### config.mk
export PLATFORM = sky130hd
export DESIGN_NAME = pkt_tx
export DESIGN_NICKNAME = d
export VERILOG_FILES = /design/src/rtl/switch_pkg.sv /design/src/rtl/pkt_tx_buf.sv /design/src/rtl/pkt_tx.sv
export SDC_FILE = /design/constraint.sdc
export NUM_CORES = 1
export LEC_CHECK = 0
export BUFFER_PORTS_ARGS = -buffer_cell sky130_fd_sc_hd__buf_2
export CORE_AREA = 2 2 198 200
export DETAILED_ROUTE_END_ITERATION = 7
export DIE_AREA = 0 0 200 202
export PLACE_DENSITY = 0.76
export SYNTH_ARGS = -nofsm -noshare
export SYNTH_HDL_FRONTEND = slang
export SYNTH_SLANG_ARGS = --single-unit
### constraint.sdc
create_clock -name clk -period 4 [get_ports clk]
set_clock_uncertainty 0.2 [all_clocks]
set_input_delay 0.8 -clock clk [delete_from_list [all_inputs] [get_ports clk]]
set_output_delay 0.8 -clock clk [all_outputs]
set_load 0.1 [all_outputs]
### src/rtl/switch_pkg.sv
// ---------------------------------------------------------------------------
// switch_pkg
//   Shared definitions for the switch host-side packet transmitter.
//   - ADDR_W / LEN_W : byte width on the switch port and payload-length width
//   - tx_state_t     : transmitter FSM state encoding
//   - parity_xor     : running parity accumulator step (addr ^ payload bytes)
//   - clamp_len      : limits a requested payload length to the buffer size
// ---------------------------------------------------------------------------
package switch_pkg;

    localparam int ADDR_W = 8;
    localparam int LEN_W  = 6;

    typedef enum logic [2:0] {
        IDLE,
        LOAD,
        ADDR,
        DATA,
        PARITY,
        GAP
    } tx_state_t;

    // One step of the packet parity: the parity byte is the XOR of the
    // address byte and every payload byte.
    function automatic logic [ADDR_W-1:0] parity_xor(
        input logic [ADDR_W-1:0] acc,
        input logic [ADDR_W-1:0] b
    );
        return acc ^ b;
    endfunction

    // Requested lengths above the buffer capacity are truncated, not rejected.
    function automatic logic [LEN_W-1:0] clamp_len(
        input logic [LEN_W-1:0] len,
        input logic [LEN_W-1:0] max_len
    );
        return (len > max_len) ? max_len : len;
    endfunction

endpackage

### src/rtl/pkt_tx_buf.sv
// ---------------------------------------------------------------------------
// pkt_tx_buf
//   Payload store for pkt_tx. One write port (filled in order while the host
//   streams bytes in) and one read port (drained in order onto the wire).
//   Both pointers only ever count up from zero within a packet.
//
//   Ports
//     clk        rising-edge clock
//     reset      synchronous active-high reset (pointers only)
//     wr_clr_i   rewind write pointer (header accepted)
//     wr_en_i    write wr_data_i at the write pointer, then advance
//     wr_data_i  payload byte from the host
//     rd_clr_i   rewind read pointer (frame about to start)
//     rd_adv_i   advance read pointer to the next stored byte
//     wr_cnt_o   number of bytes written since the last wr_clr_i
//     rd_ptr_o   index of the byte currently presented on rd_data_o
//     rd_data_o  stored byte at the read pointer
// ---------------------------------------------------------------------------
module pkt_tx_buf
    import switch_pkg::*;
#(
    parameter int MAX_LEN = 63
) (
    input  logic              clk,
    input  logic              reset,
    input  logic              wr_clr_i,
    input  logic              wr_en_i,
    input  logic [ADDR_W-1:0] wr_data_i,
    input  logic              rd_clr_i,
    input  logic              rd_adv_i,
    output logic [LEN_W-1:0]  wr_cnt_o,
    output logic [LEN_W-1:0]  rd_ptr_o,
    output logic [ADDR_W-1:0] rd_data_o
);

    localparam int DEPTH = MAX_LEN + 1;

    logic [ADDR_W-1:0] mem_q [DEPTH];
    logic [LEN_W-1:0]  wr_ptr_q, wr_ptr_d;
    logic [LEN_W-1:0]  rd_ptr_q, rd_ptr_d;

    // NOTE: every signal assigned in a combinational block gets a default
    // first, so no path through the block can leave it unassigned (latch).
    always_comb begin
        wr_ptr_d = wr_ptr_q;
        rd_ptr_d = rd_ptr_q;
        if (wr_clr_i) begin
            wr_ptr_d = '0;
        end else if (wr_en_i) begin
            wr_ptr_d = wr_ptr_q + LEN_W'(1);
        end
        if (rd_clr_i) begin
            rd_ptr_d = '0;
        end else if (rd_adv_i) begin
            rd_ptr_d = rd_ptr_q + LEN_W'(1);
        end
    end

    // NOTE: sequential state is updated with non-blocking assignments so all
    // registers sample their inputs from the same pre-edge values.
    always_ff @(posedge clk) begin
        if (reset) begin
            wr_ptr_q <= '0;
            rd_ptr_q <= '0;
        end else begin
            wr_ptr_q <= wr_ptr_d;
            rd_ptr_q <= rd_ptr_d;
        end
    end

    // NOTE: the storage array has no reset; a byte is always written before
    // it is read, and leaving it out lets the array map onto plain RAM cells.
    always_ff @(posedge clk) begin
        if (wr_en_i) begin
            mem_q[wr_ptr_q] <= wr_data_i;
        end
    end

    assign rd_data_o = mem_q[rd_ptr_q];
    assign wr_cnt_o  = wr_ptr_q;
    assign rd_ptr_o  = rd_ptr_q;

endmodule

### src/rtl/pkt_tx.sv
// ---------------------------------------------------------------------------
// pkt_tx
//   Host-side packet transmitter for the switch input port. The host hands
//   over a header (address + length), then streams the payload into an
//   internal buffer. Once the whole payload is stored, the packet goes out
//   on the wire as a gap-free frame:
//       address, payload[0..len-1]  (data_status = 1)
//       parity byte                 (data_status = 0, pkt_done = 1)
//   followed by IFG idle cycles before the next header can be taken.
//   Buffering the full payload first guarantees that host stalls never
//   open holes inside a frame.
//
//   Ports
//     clk          rising-edge clock
//     reset        synchronous active-high reset; aborts any packet
//     pkt_valid    host offers a header
//     pkt_ready    header accepted on pkt_valid & pkt_ready (IDLE only)
//     pkt_addr     destination address byte
//     pkt_len      payload length, clamped to MAX_LEN
//     byte_valid   host offers a payload byte
//     byte_ready   payload byte accepted on byte_valid & byte_ready (LOAD only)
//     byte_data    payload byte
//     data_status  high for address and payload bytes on the wire
//     data         wire byte; 8'h00 whenever nothing is being sent
//     tx_busy      high whenever the FSM is not IDLE
//     pkt_done     one-cycle pulse while the parity byte is on the wire
//
//   All outputs are decoded from registered state; no input reaches
//   data or data_status combinationally.
// ---------------------------------------------------------------------------
module pkt_tx
    import switch_pkg::*;
#(
    parameter int MAX_LEN = 63,
    parameter int IFG     = 2
) (
    input  logic              clk,
    input  logic              reset,
    input  logic              pkt_valid,
    output logic              pkt_ready,
    input  logic [ADDR_W-1:0] pkt_addr,
    input  logic [LEN_W-1:0]  pkt_len,
    input  logic              byte_valid,
    output logic              byte_ready,
    input  logic [ADDR_W-1:0] byte_data,
    output logic              data_status,
    output logic [ADDR_W-1:0] data,
    output logic              tx_busy,
    output logic              pkt_done
);

    localparam logic [LEN_W-1:0] MAX_LEN_C = LEN_W'(MAX_LEN);
    localparam logic [3:0]       IFG_C     = 4'(IFG);

    tx_state_t         state_q, state_d;
    logic [ADDR_W-1:0] addr_q,  addr_d;
    logic [LEN_W-1:0]  len_q,   len_d;
    logic [ADDR_W-1:0] par_q,   par_d;
    logic [3:0]        gap_q,   gap_d;

    logic [LEN_W-1:0]  hdr_len;
    logic [LEN_W-1:0]  len_last;

    logic              buf_wr_clr;
    logic              buf_wr_en;
    logic              buf_rd_clr;
    logic              buf_rd_adv;
    logic [LEN_W-1:0]  buf_wr_cnt;
    logic [LEN_W-1:0]  buf_rd_ptr;
    logic [ADDR_W-1:0] buf_rd_data;

    pkt_tx_buf #(
        .MAX_LEN (MAX_LEN)
    ) u_buf (
        .clk       (clk),
        .reset     (reset),
        .wr_clr_i  (buf_wr_clr),
        .wr_en_i   (buf_wr_en),
        .wr_data_i (byte_data),
        .rd_clr_i  (buf_rd_clr),
        .rd_adv_i  (buf_rd_adv),
        .wr_cnt_o  (buf_wr_cnt),
        .rd_ptr_o  (buf_rd_ptr),
        .rd_data_o (buf_rd_data)
    );

    assign hdr_len  = clamp_len(pkt_len, MAX_LEN_C);
    // Only used while len_q > 0 (LOAD and DATA), so the wrap at zero is moot.
    assign len_last = len_q - LEN_W'(1);

    // pkt_ready is masked by reset so a header offered while reset is held
    // is neither accepted nor advertised.
    assign pkt_ready   = (state_q == IDLE) && !reset;
    assign byte_ready  = (state_q == LOAD);
    assign data_status = (state_q == ADDR) || (state_q == DATA);
    assign tx_busy     = (state_q != IDLE);
    assign pkt_done    = (state_q == PARITY);

    always_comb begin
        data = '0;
        case (state_q)
            ADDR:    data = addr_q;
            DATA:    data = buf_rd_data;
            PARITY:  data = par_q;
            default: data = '0;
        endcase
    end

    always_comb begin
        state_d    = state_q;
        addr_d     = addr_q;
        len_d      = len_q;
        par_d      = par_q;
        gap_d      = gap_q;
        buf_wr_clr = 1'b0;
        buf_wr_en  = 1'b0;
        buf_rd_clr = 1'b0;
        buf_rd_adv = 1'b0;

        case (state_q)
            IDLE: begin
                if (pkt_valid && pkt_ready) begin
                    addr_d     = pkt_addr;
                    len_d      = hdr_len;
                    par_d      = pkt_addr;
                    buf_wr_clr = 1'b1;
                    if (hdr_len == '0) begin
                        // Nothing to load: start the frame straight away.
                        state_d    = ADDR;
                        buf_rd_clr = 1'b1;
                    end else begin
                        state_d = LOAD;
                    end
                end
            end

            LOAD: begin
                if (byte_valid) begin
                    buf_wr_en = 1'b1;
                    par_d     = parity_xor(par_q, byte_data);
                    if (buf_wr_cnt == len_last) begin
                        state_d    = ADDR;
                        buf_rd_clr = 1'b1;
                    end
                end
            end

            ADDR: begin
                state_d = (len_q == '0) ? PARITY : DATA;
            end

            DATA: begin
                buf_rd_adv = 1'b1;
                if (buf_rd_ptr == len_last) begin
                    state_d = PARITY;
                end
            end

            PARITY: begin
                gap_d   = '0;
                state_d = GAP;
            end

            GAP: begin
                gap_d = gap_q + 4'd1;
                if (gap_q == IFG_C - 4'd1) begin
                    state_d = IDLE;
                end
            end

            default: begin
                state_d = IDLE;
            end
        endcase
    end

    always_ff @(posedge clk) begin
        if (reset) begin
            state_q <= IDLE;
            addr_q  <= '0;
            len_q   <= '0;
            par_q   <= '0;
            gap_q   <= '0;
        end else begin
            state_q <= state_d;
            addr_q  <= addr_d;
            len_q   <= len_d;
            par_q   <= par_d;
            gap_q   <= gap_d;
        end
    end

endmodule

# ---- Word level (Yosys, flattened, before mapping)
# Memories as Yosys holds them, arrays and structs flattened. A register that Yosys moved wholly into a read port is not among the register bits.
# Index checks and enable logic that the tools add are counted.
dict set report totals {
  reg_bits 41
  word_cells 70
  mem_count 1
  input_bits 26
  mem_bits_rw 512
  output_inout_bits 13
}
dict set report op_classes {
  n_bitwise 1
  muxes 28
  n_eq_ne 13
  add_sub_neg 4
  n_lt_le_gt_ge 1
  n_reduce_logical 15
}
# name depth word_bits read_ports rd_clocked_by_memory_dff wr line
set mem_list {}
lappend mem_list {u_buf.mem_q 64 8 1 1 1 pkt_tx_buf.sv:38} ;# logic [ADDR_W-1:0] mem_q [DEPTH];
# operator n
set ops {}
lappend ops {{$pmux W8 S3} 1}
lappend ops {{$mux W3} 6}
lappend ops {{$mux W6} 3}
lappend ops {{$pmux W3 S6} 1}
lappend ops {{$mux W8} 2}
lappend ops {{$pmux W8 S2} 1}
lappend ops {{$add A6 B1 Y6 const B} 2}
lappend ops {{$eq A6 B6 Y1} 2}
lappend ops {{$logic_not A6 Y1} 2}
lappend ops {{$mux W1} 11}
lappend ops {{$pmux W4 S2} 1}
lappend ops {{$xor A8 B8 Y8} 1}
lappend ops {{$eq A3 B2 Y1 const B} 2}
lappend ops {{$eq A3 B3 Y1 const B} 2}
lappend ops {{$gt A6 B6 Y1 const B} 1}
lappend ops {{$ne A2 B1 Y1 const B} 3}
lappend ops {{$sub A6 B1 Y6 const B} 1}
lappend ops {{$reduce_and A5 Y1} 1}
lappend ops {{$add A4 B1 Y4 const B} 1}
lappend ops {{$eq A4 B1 Y1 const B} 1}
lappend ops {{$ne A2 B2 Y1 const B} 2}
lappend ops {{$reduce_bool A2 Y1} 2}
lappend ops {{$reduce_or A2 Y1} 2}
lappend ops {{$eq A3 B1 Y1 const B} 1}
lappend ops {{other kinds (9)} 10}

# ---- Depth between registers and ports, before layout
# Gate-level depths: netlist (run 1).
dict set report depth {
  ltp_word 8
  ltp_mapped 11
  ltp_nobuf 8
}

# ---- Hierarchy
# A second synthesis (run 1) with hierarchy kept.
dict set report hier_totals {
  cells_unflattened 1259
  area_unflattened_um2 22559.1
}
# mod area_each_um2 n_inst seq_area_each_um2 cells_each
set by_module_without_submodules {}
lappend by_module_without_submodules {pkt_tx_buf 20553.5 1 15735.1 990}
lappend by_module_without_submodules {pkt_tx 2005.7 1 580.6 269}

# ---- Worst setup path before layout (run 1)
# OpenSTA, ideal clock, no wires.
dict set report synth_path {
  path_type {register -> output}
  start {register with a tool-made name}
  end {output data[0]}
  arrival_time_ns 3.740
  slack_ns -0.740
  stages_incl_launch_ff 8
  path_cell_list {dfxtp_1 -> buf_2 -> buf_2 -> buf_2 -> buf_2 -> mux4_2 -> o22ai_1 -> o31ai_1}
}
# element line
set synth_lines {}
lappend synth_lines {{end, declared} pkt_tx.sv:47} ;# output logic [ADDR_W-1:0] data,

==> results of run 1 <==
-- worst max-delay path by stage --
| stage | from | endpoint | slack [ns] | cells after the start |
|---|---|---|---|---|
| 5_1_grt | flop | data[4] | -0.21 | 9 |
| 4_1_cts | flop | data[3] | -0.14 | 8 |
| 6_report | flop | data[4] | -0.24 | 9 |
| 3_3_place_gp | flop | data[2] | 0.26 | 8 |
| 2_1_floorplan | flop | data[0] | 0.12 | 7 |
| 3_5_place_dp | flop | data[2] | 0.24 | 7 |
-- cells by family (layout without fill, tap and decap cells) --
family | after synthesis | count (layout) | synth area share [%]
buffers and inverters | 89 | 263 | 2.26
XOR/XNOR | 21 | 21 | 0.873
flip-flops | 559 | 559 | 72.1
AO/OA/AOI/OAI | 164 | 164 | 5.03
AND/OR/NAND/NOR | 256 | 256 | 5.31
multiplexers | 189 | 189 | 14.2
adder cells (fa/ha/maj) | 5 | 5 | 0.276
-- state kept, by name, indices dropped and copies added (netlist names), named ones only --
register / count
par_q: 8
len_q: 6
u_buf.rd_ptr_o: 6
state_q: 3
addr_q: 8
u_buf.mem_q: 512
gap_q: 4
u_buf.wr_cnt_o: 6
-- per-layer routing --
layer | vias up | track usage, % | part of all wire (%)
met5 | - | 0 | 0
met4 | 0 | 11.9 | 3.6
met3 | 131 | 5.77 | 10
met2 | 844 | 43.9 | 48
met1 | 6655 | 40.5 | 38
li1 | 5380 | - | -
-- metrics by stage --
stage / hold WS (ns) / util (%) / cells
5_1_grt: 0.217 / 68.8 / 1975
2_1_floorplan: 0.249 / - / 1283
4_1_cts: 0.187 / 68.1 / 1964
3_3_place_gp: 0.261 / 62.3 / 1850
3_5_place_dp: 0.279 / 62.3 / 1850
6_report: 0.209 / 68.8 / 1975
-- critical path, cell delays in order (launching register included) --
cell,delay [ns]
dfxtp_4,0.42
buf_12,0.19
inv_1,0.48
buf_4,0.27
a221oi_1,0.07
o21ai_2,0.10
o21ai_2,0.10
o211ai_1,0.49
o211ai_1,0.24
clkbuf_16,0.26
-- synthesized netlist by cell type, drive strengths merged (6+ instances only) --
cell type / instances / area share (%)
nor3b: 8 / 0.27
a22o: 8 / 0.31
a221oi: 13 / 0.56
xnor2: 8 / 0.31
o22ai: 8 / 0.22
inv: 10 / 0.17
a21oi: 26 / 0.57
nor3: 7 / 0.18
buf: 41 / 1.5
edfxtp: 512 / 68
o211ai: 8 / 0.27
nand2b: 17 / 0.47
a31oi: 6 / 0.17
a211oi: 8 / 0.27
clkbuf: 38 / 0.63
mux2i: 81 / 3.6
nor2: 112 / 1.9
a2bb2oi: 8 / 0.31
nand3: 14 / 0.31
mux4: 104 / 10
or3: 7 / 0.19
dfxtp: 47 / 4.2
xor2: 12 / 0.46
o21ai: 32 / 0.71
a22oi: 25 / 0.83
o31ai: 8 / 0.27
nand2: 54 / 0.90
nor2b: 11 / 0.30
-- final cells by class --
type | instances | share of cell area (%)
Inverter | 10 | 0.142
Clock inverter | 31 | 1.39
Clock buffer | 71 | 5.60
Tap cell | 518 | 2.46
Sequential cell | 559 | 62.0
Timing Repair Buffer | 151 | 5.68
Multi-Input combinational cell | 635 | 22.8
-- report_power, final --
part | switching, mW | internal (mW)
sequential | 0.0725 | 6.45
clock | 2.19 | 3.06
combinational | 0.781 | 0.371
-- repair_timing --
item,CTS,global route
setup endpoints to repair,8,8
pin swaps,11,9
buffers inserted,10,7
cloned,3,4
gates resized for setup,51,23
==> flow_summary.yaml, run 1 <==
logic_synthesis:
  syn_area_per_cell_um2: 17.6
  async_reset_ff_share_pct: 0
  syn_nets: 1314
  synth_cell_type_count: 62
  ys_ff_latch: 559
  synth_edf_count: 512
  ys_warn_count: 0
  synth_flop_cell: "edfxtp_1"
  syn_inst: 1283
  yosysSeqAreaShare_pct: 72.1
  syn_area_um2: 22600
clock_tree:
  clock_latency_ns: 0.60
  root_buffer: "clkbuf_16"
  cts.clk_slew.worst_paths_ns: 0.06
  htreeDepth: 2
  cts_buffers: 54
  cts_sinks: 559
  postCtsHoldBufs: 0
  cts_tree: "yes"
  clockBufferDepth: 3
place:
  gp_congestion: 0.888
  io_buffers: 38
  place_hpwl_um: 35400
  placed_area_um2: 23900
  pre_cts_ws_ns: 0.245
timing:
  tightest_slew_ns: 1.12
  max_slew_margin_pct: 24.8
  setup_viol: 7
  period_share_pct: 106
  rsz0062_at_grt: "true"
  finalSetupTns_ns: -1.04
  fin_ws_ns: -0.243
  finalMaxSlewViolations: 0
  hold_viol: 0
  max_freq_ghz: 0.236
  min_period_ns: 4.24
floorplan:
  die_y_um: 202
  row_count: 72
  fp.dieW_um: 200
  dieArea_um2: 40400
  coreArea_um2: 38300
  io_pins: 39
  start_util_pct: 59.1
layout:
  area_growth_pct: 16.5
  layout.nets: 1442
  drive_gt1_share_pct: 25.9
  antenna_cells: 0
  final_cell_mix: "edfxtp_1, nor2_1, mux4_2"
  fill_cells: 2308
  final_common_cell: "edfxtp_1"
  final_area_um2: 26400
  seq_area_um2: 16300
  multi_input_area_um2: 6000
worst_setup_path:
  r2r_cells: 5
  end_kind: "output pin"
  critPathArrivalTime_ns: 3.24
  worstReg2RegEnd: "u_buf.mem_q[21][5]$_DFFE_PP_"
  critical_path_required_ns: 3.00
  critPathLaunchType: "flop"
  r2r-start: "state_q[0]$_SDFFE_PP0P_"
  crit_type: "reg -> out"
  path_max_fanout: 17
  regToRegSetupSlack_ns: 0.65
global_routing:
  grt_start_max_net_pins: 48
  grt_overflow: 0
  antenna_found_initial: 1
  grtUsageTotal_pct: 28.6
  grt_pass1_vias: 12600
  grt_first_pass_wirelength_um: 82600
worst_hold_path:
  holdCritPathClass: "in -> reg"
  whs_endpoint: "len_q[3]$_SDFFE_PP0P_"
  hold-path-cell-count: 3
  hold_start: "pkt_len[3]"
routing:
  antenna_left: 0
  wl_um: 58000
  drc_errors: 0
  initialDrtViolationCount: 1638
  viasPerCell: 6.59
  wl_per_cell_um: 29.4
  vias: 13000
  drt_first_pass_iters: 5
outcome:
  status: "complete, but fails checks"
  violations: "negative setup slack"
pwr:
  ir_drop_uv: 386
  power_leakage_nw: 8.28
  power.total_mw: 12.9
  powerDensity_nw_per_um2: 490
job:
  cap_violations: 0
(Power assumes the default switching activity.)
==> inputs of run 2 (changes only) <==
==> config.mk (replaced) <==
export PLATFORM = sky130hd
export DESIGN_NAME = pkt_tx
export DESIGN_NICKNAME = d
export VERILOG_FILES = /design/src/rtl/switch_pkg.sv /design/src/rtl/pkt_tx_buf.sv /design/src/rtl/pkt_tx.sv
export SDC_FILE = /design/constraint.sdc
export NUM_CORES = 1
export LEC_CHECK = 0
export BUFFER_PORTS_ARGS = -buffer_cell sky130_fd_sc_hd__buf_4
export CORE_AREA = 2 2 206 208
export DETAILED_ROUTE_END_ITERATION = 7
export DIE_AREA = 0 0 208 210
export PLACE_DENSITY = 0.71
export SYNTH_ARGS = -nofsm -noshare
export SYNTH_HDL_FRONTEND = slang
export SYNTH_SLANG_ARGS = --single-unit
==> flow_summary.yaml, run 2 (same netlist as run 1, synthesis figures left out) <==
clock_tree:
  cts_buffers: 56
  cts_tree: "yes"
  cts.clk_slew.worst_paths_ns: 0.06
  clockBufferDepth: 3
  cts_sinks: 559
  root_buffer: "clkbuf_16"
  postCtsHoldBufs: 0
  clock_latency_ns: 0.61
  htreeDepth: 2
place:
  pre_cts_ws_ns: 0.167
  placed_area_um2: 23800
  io_buffers: 38
  gp_congestion: 0.920
  place_hpwl_um: 34000
  dp_cells: 1855
worst_setup_path:
  max_stage_delay_ns: 0.56
  worstReg2RegEnd: "u_buf.mem_q[21][7]$_DFFE_PP_"
  crit_slowest_cell: "mux4_2"
  r2r-start: "state_q[1]$_SDFFE_PP0P_"
  r2r_cells: 5
  regToRegSetupSlack_ns: 0.54
  critPathArrivalTime_ns: 3.06
  worst-path-buf-inv: 3
  critical-path-top-delay-family: "multiplexers"
  crit_path_frequent_cell: "mux4_2"
  end_kind: "output pin"
  path_cells: "buf_12 > buf_8 > mux4_2 > mux4_2 > mux2i_4 > o22a_1 > o31ai_2 > buf_6"
  critPathLaunchType: "flop"
  path_max_fanout: 9
  critical_path_required_ns: 3.00
  crit_type: "reg -> out"
layout:
  post-route-util_pct: 63.6
  stdcell_count: 1980
  final_common_cell: "edfxtp_1"
  final_cell_mix: "edfxtp_1, nor2_1, mux4_2"
  drive_gt1_share_pct: 25.2
  reg_top3: "u_buf.mem_q (512), addr_q (8), par_q (8)"
  largest_register: "u_buf.mem_q"
  area_growth_pct: 16.6
  antenna_cells: 0
  largest_reg_flops: 512
  layout.nets: 1427
  final_area_um2: 26400
pwr:
  ir_drop_uv: 384
  power_leakage_nw: 8.23
  powerDensity_nw_per_um2: 492
  power.total_mw: 13.0
worst_hold_path:
  hold_start: "pkt_addr[4]"
  hold-path-cell-count: 3
  whs_endpoint: "addr_q[4]$_SDFFE_PP0P_"
  holdCritPathClass: "in -> reg"
global_routing:
  grt_first_pass_wirelength_um: 83100
  grt_pass1_vias: 12700
  grt_overflow: 0
  grt_start_max_net_pins: 67
  antenna_found_initial: 0
  grtUsageTotal_pct: 26.1
floorplan:
  coreArea_um2: 41500
  row_count: 75
  dieArea_um2: 43700
  io_pins: 39
  start_util_pct: 54.6
  fp.dieW_um: 208
  die_y_um: 210
timing:
  tightest_slew_ns: 1.01
  period_share_pct: 102
  rsz0062_at_grt: "true"
  hold_viol: 0
  finalMaxSlewViolations: 0
  max_freq_ghz: 0.246
  setup_viol: 6
  min_period_ns: 4.06
  max_slew_margin_pct: 32.5
  fin_ws_ns: -0.0642
  whs_ns: 0.195
  finalSetupTns_ns: -0.209
routing:
  drt_first_pass_iters: 5
  wl_per_cell_um: 28.8
  antenna_left: 0
  drc_errors: 0
  initialDrtViolationCount: 1727
  vias: 12800
  wl_um: 57000
  viasPerCell: 6.45
outcome:
  violations: "negative setup slack"
  status: "complete, but fails checks"
job:
  cap_violations: 0
run 2: cell count changes in the layout (fill, tap and decap cells not counted), sizes merged:
cell      change
buf          -14
clkbuf        +1
inv           +2
bufinv        +1
clkinv        -7
clkinvlp      +1
run 2: repair_timing:
| action | 4_1_cts | 5_1_grt |
|---|---|---|
| endpoints found under the setup margin | 8 | 8 |
| hold endpoints to repair | 0 | 0 |
| pin swaps | 10 | 14 |
| cloned | 6 | 3 |
| buffers inserted | 10 | 4 |
| resized for setup | 59 | 27 |
run 2: area by class of cell:
class / instances / area [um^2]
clock buffer: 75 / 1490
clock inverter: 28 / 353
fill: 2787 / 15100
inverter: 10 / 37.5
multi-input combinational: 635 / 6030
sequential: 559 / 16300
tap: 539 / 674
timing repair buffer: 134 / 1460
run 2: worst reg2reg max path, stage by stage (launching register included):
cell and delay (ns):
dfxtp_1 0.37, nor2_1 0.33, nand2_1 0.28, nor2_1 0.22, nand4_1 0.68, nor2_1 1.00
run 2: worst max-delay path by stage:
stage               start  endpoint  slack [ns]  depth (start not counted)
global route         flop   data[1]       -0.13                          8
CTS                  flop   data[2]       -0.10                          8
detailed placement   flop   data[3]        0.17                          8
floorplan            flop   data[0]        0.12                          7
finish               flop   data[0]       -0.06                          8
global placement     flop   data[3]        0.16                          8
run 2: where the power goes:
group | switching, mW | leakage, nW | internal, mW
sequential | 0.0725 | 4.99 | 6.45
clock | 2.20 | 0.891 | 3.13
combinational | 0.759 | 2.35 | 0.375
total | 3.03 | 8.23 | 9.96
run 2: per-layer routing:
layer | global-route usage [%] | wire [um] | vias to the layer above | share of wire, %
met5 | 0 | 0 | - | 0
met4 | 10.1 | 2190 | 0 | 3.8
met3 | 5.35 | 5210 | 135 | 9.1
met2 | 40.5 | 27000 | 731 | 47
met1 | 37.2 | 22600 | 6558 | 40
li1 | - | - | 5353 | -
==> inputs of run 3 (changes only) <==
--- a/config.mk
+++ b/config.mk
@@ -6,10 +6,14 @@
 export NUM_CORES = 1
 export LEC_CHECK = 0
 export BUFFER_PORTS_ARGS = -buffer_cell sky130_fd_sc_hd__buf_4
+export CAP_MARGIN = 25
+export CELL_PAD_IN_SITES_DETAIL_PLACEMENT = 1
+export CELL_PAD_IN_SITES_GLOBAL_PLACEMENT = 1
 export CORE_AREA = 2 2 206 208
 export DETAILED_ROUTE_END_ITERATION = 7
 export DIE_AREA = 0 0 208 210
-export PLACE_DENSITY = 0.71
+export MAX_ROUTING_LAYER = met4
+export PLACE_DENSITY_LB_ADDON = 0.1
 export SYNTH_ARGS = -nofsm -noshare
 export SYNTH_HDL_FRONTEND = slang
 export SYNTH_SLANG_ARGS = --single-unit
==> flow_summary.yaml, run 3 (same netlist as run 1, synthesis figures left out) <==
global_routing:
  antenna_found_initial: 1
  grt_first_pass_wirelength_um: 90500
  grt_overflow: 0
  grt_pass1_vias: 13400
  grt_start_max_net_pins: 67
  grtUsageTotal_pct: 29.5
clock_tree:
  root_buffer: "clkbuf_16"
  cts_sinks: 559
  cts_tree: "yes"
  postCtsHoldBufs: 0
  cts_buffers: 57
  clockBufferDepth: 3
  clock_latency_ns: 0.61
  htreeDepth: 2
  cts.clk_slew.worst_paths_ns: 0.06
pwr:
  p_seq_share_pct: 49.6
  ir_drop_uv: 450
  power_frac_comb_pct: 9.0
  net-switching-power_mw: 3.15
  power_leakage_nw: 8.44
  p_int_mw: 10.0
  clockPowerShare_pct: 41.4
  powerDensity_nw_per_um2: 493
  p_sw_share_pct: 24.0
routing:
  vias: 12700
  wl_per_cell_um: 30.3
  drc_errors: 0
  initialDrtViolationCount: 1428
  viasPerCell: 6.30
  drt_first_pass_iters: 5
  antenna_left: 0
  wl_um: 61300
floorplan:
  io_pins: 39
  coreArea_um2: 41500
  start_util_pct: 54.6
  row_count: 75
  fp.dieW_um: 208
  dieArea_um2: 43700
  die_y_um: 210
timing:
  rsz0062_at_grt: "true"
  setup_viol: 8
  max_slew_margin_pct: 34.4
  fin_ws_ns: -0.217
  finalMaxSlewViolations: 0
  min_period_ns: 4.22
  max_freq_ghz: 0.237
  period_share_pct: 105
  whs_ns: 0.204
  tightest_slew_ns: 0.981
  hold_viol: 0
layout:
  fill_cells: 3515
  post-route-util_pct: 64.3
  final_cell_mix: "edfxtp_1, buf_4, nor2_1"
  largest_register: "u_buf.mem_q"
  area_growth_pct: 17.8
  final_common_cell: "edfxtp_1"
  largest_reg_flops: 512
  drive_gt1_share_pct: 27.6
  seq_area_um2: 16300
  layout.nets: 1465
  reg_top3: "u_buf.mem_q (512), addr_q (8), par_q (8)"
  multi_input_area_um2: 6020
worst_setup_path:
  crit_type: "reg -> out"
  end_kind: "output pin"
  critical_path_required_ns: 3.00
  path_max_fanout: 10
  regToRegSetupSlack_ns: 0.65
  critPathArrivalTime_ns: 3.22
  critPathLaunchType: "flop"
job:
  cap_violations: 0
outcome:
  violations: "negative setup slack"
  status: "complete, but fails checks"
place:
  place_hpwl_um: 37300
  gp_congestion: 0.854
  pre_cts_ws_ns: 0.223
  io_buffers: 38
worst_hold_path:
  holdCritPathClass: "in -> reg"
[run 3: critical path, cell delays in order, from the launching register on]
cell	delay (ns)
dfxtp_4	0.40
buf_12	0.16
buf_16	0.16
buf_12	0.15
mux4_2	0.54
mux4_2	0.50
o22ai_1	0.35
o31ai_4	0.14
buf_12	0.19
[run 3: what timing repair did]
item                       4_1_cts  5_1_grt
cloned                           5        1
resized for setup               46       18
buffers inserted                20        8
pin swaps                       12        8
setup endpoints to repair        8        8
[run 3: through the flow]
stage          power, mW  TNS (ns)  std cells  instance area, um^2
2_1_floorplan       7.38         0       1283                22700
3_3_place_gp        7.74         0       1881                24000
3_5_place_dp        7.78         0       1881                24000
4_1_cts             13.2    -0.859       2014                26500
6_report            13.2     -1.06       2023                26700
5_1_grt             13.5     -1.61       2023                26700
[run 3: area by class of cell]
type,count,share of cell area (%)
multi-input combinational,635,22.6
antenna,1,0.00939
clock inverter,40,1.48
timing repair buffer,171,6.34
sequential,559,61.2
clock buffer,68,5.70
inverter,10,0.141
tap,539,2.53
[run 3: power by group through the flow]
| stage | Combinational (mW) | Clock, mW | Sequential [mW] |
|---|---|---|---|
| floorplan | 0.766 | 0 | 6.61 |
| CTS | 1.16 | 5.50 | 6.53 |
| detailed placement | 1.13 | 0 | 6.65 |
| global route | 1.26 | 5.68 | 6.54 |
| finish | 1.18 | 5.45 | 6.53 |
| global placement | 1.10 | 0 | 6.64 |
[run 3: path summary, 6_finish.rpt]
check / from / endpoint / depth (start not counted)
min: pkt_addr[4] / addr_q[4]$_SDFFE_PP0P_ / 3
max: flop / data[1] / 8
min reg2reg: addr_q[0]$_SDFFE_PP0P_ / addr_q[0]$_SDFFE_PP0P_ / 2
max reg2reg: state_q[1]$_SDFFE_PP0P_ / u_buf.mem_q[13][7]$_DFFE_PP_ / 6
[run 3: per-layer routing]
metal,GRT usage (%),up-vias,wire [um]
li1,-,5447,-
met1,37.8,6663,24200
met2,47.6,512,30700
met3,5.86,124,4380
met4,10.1,0,1970
met5,-,-,0
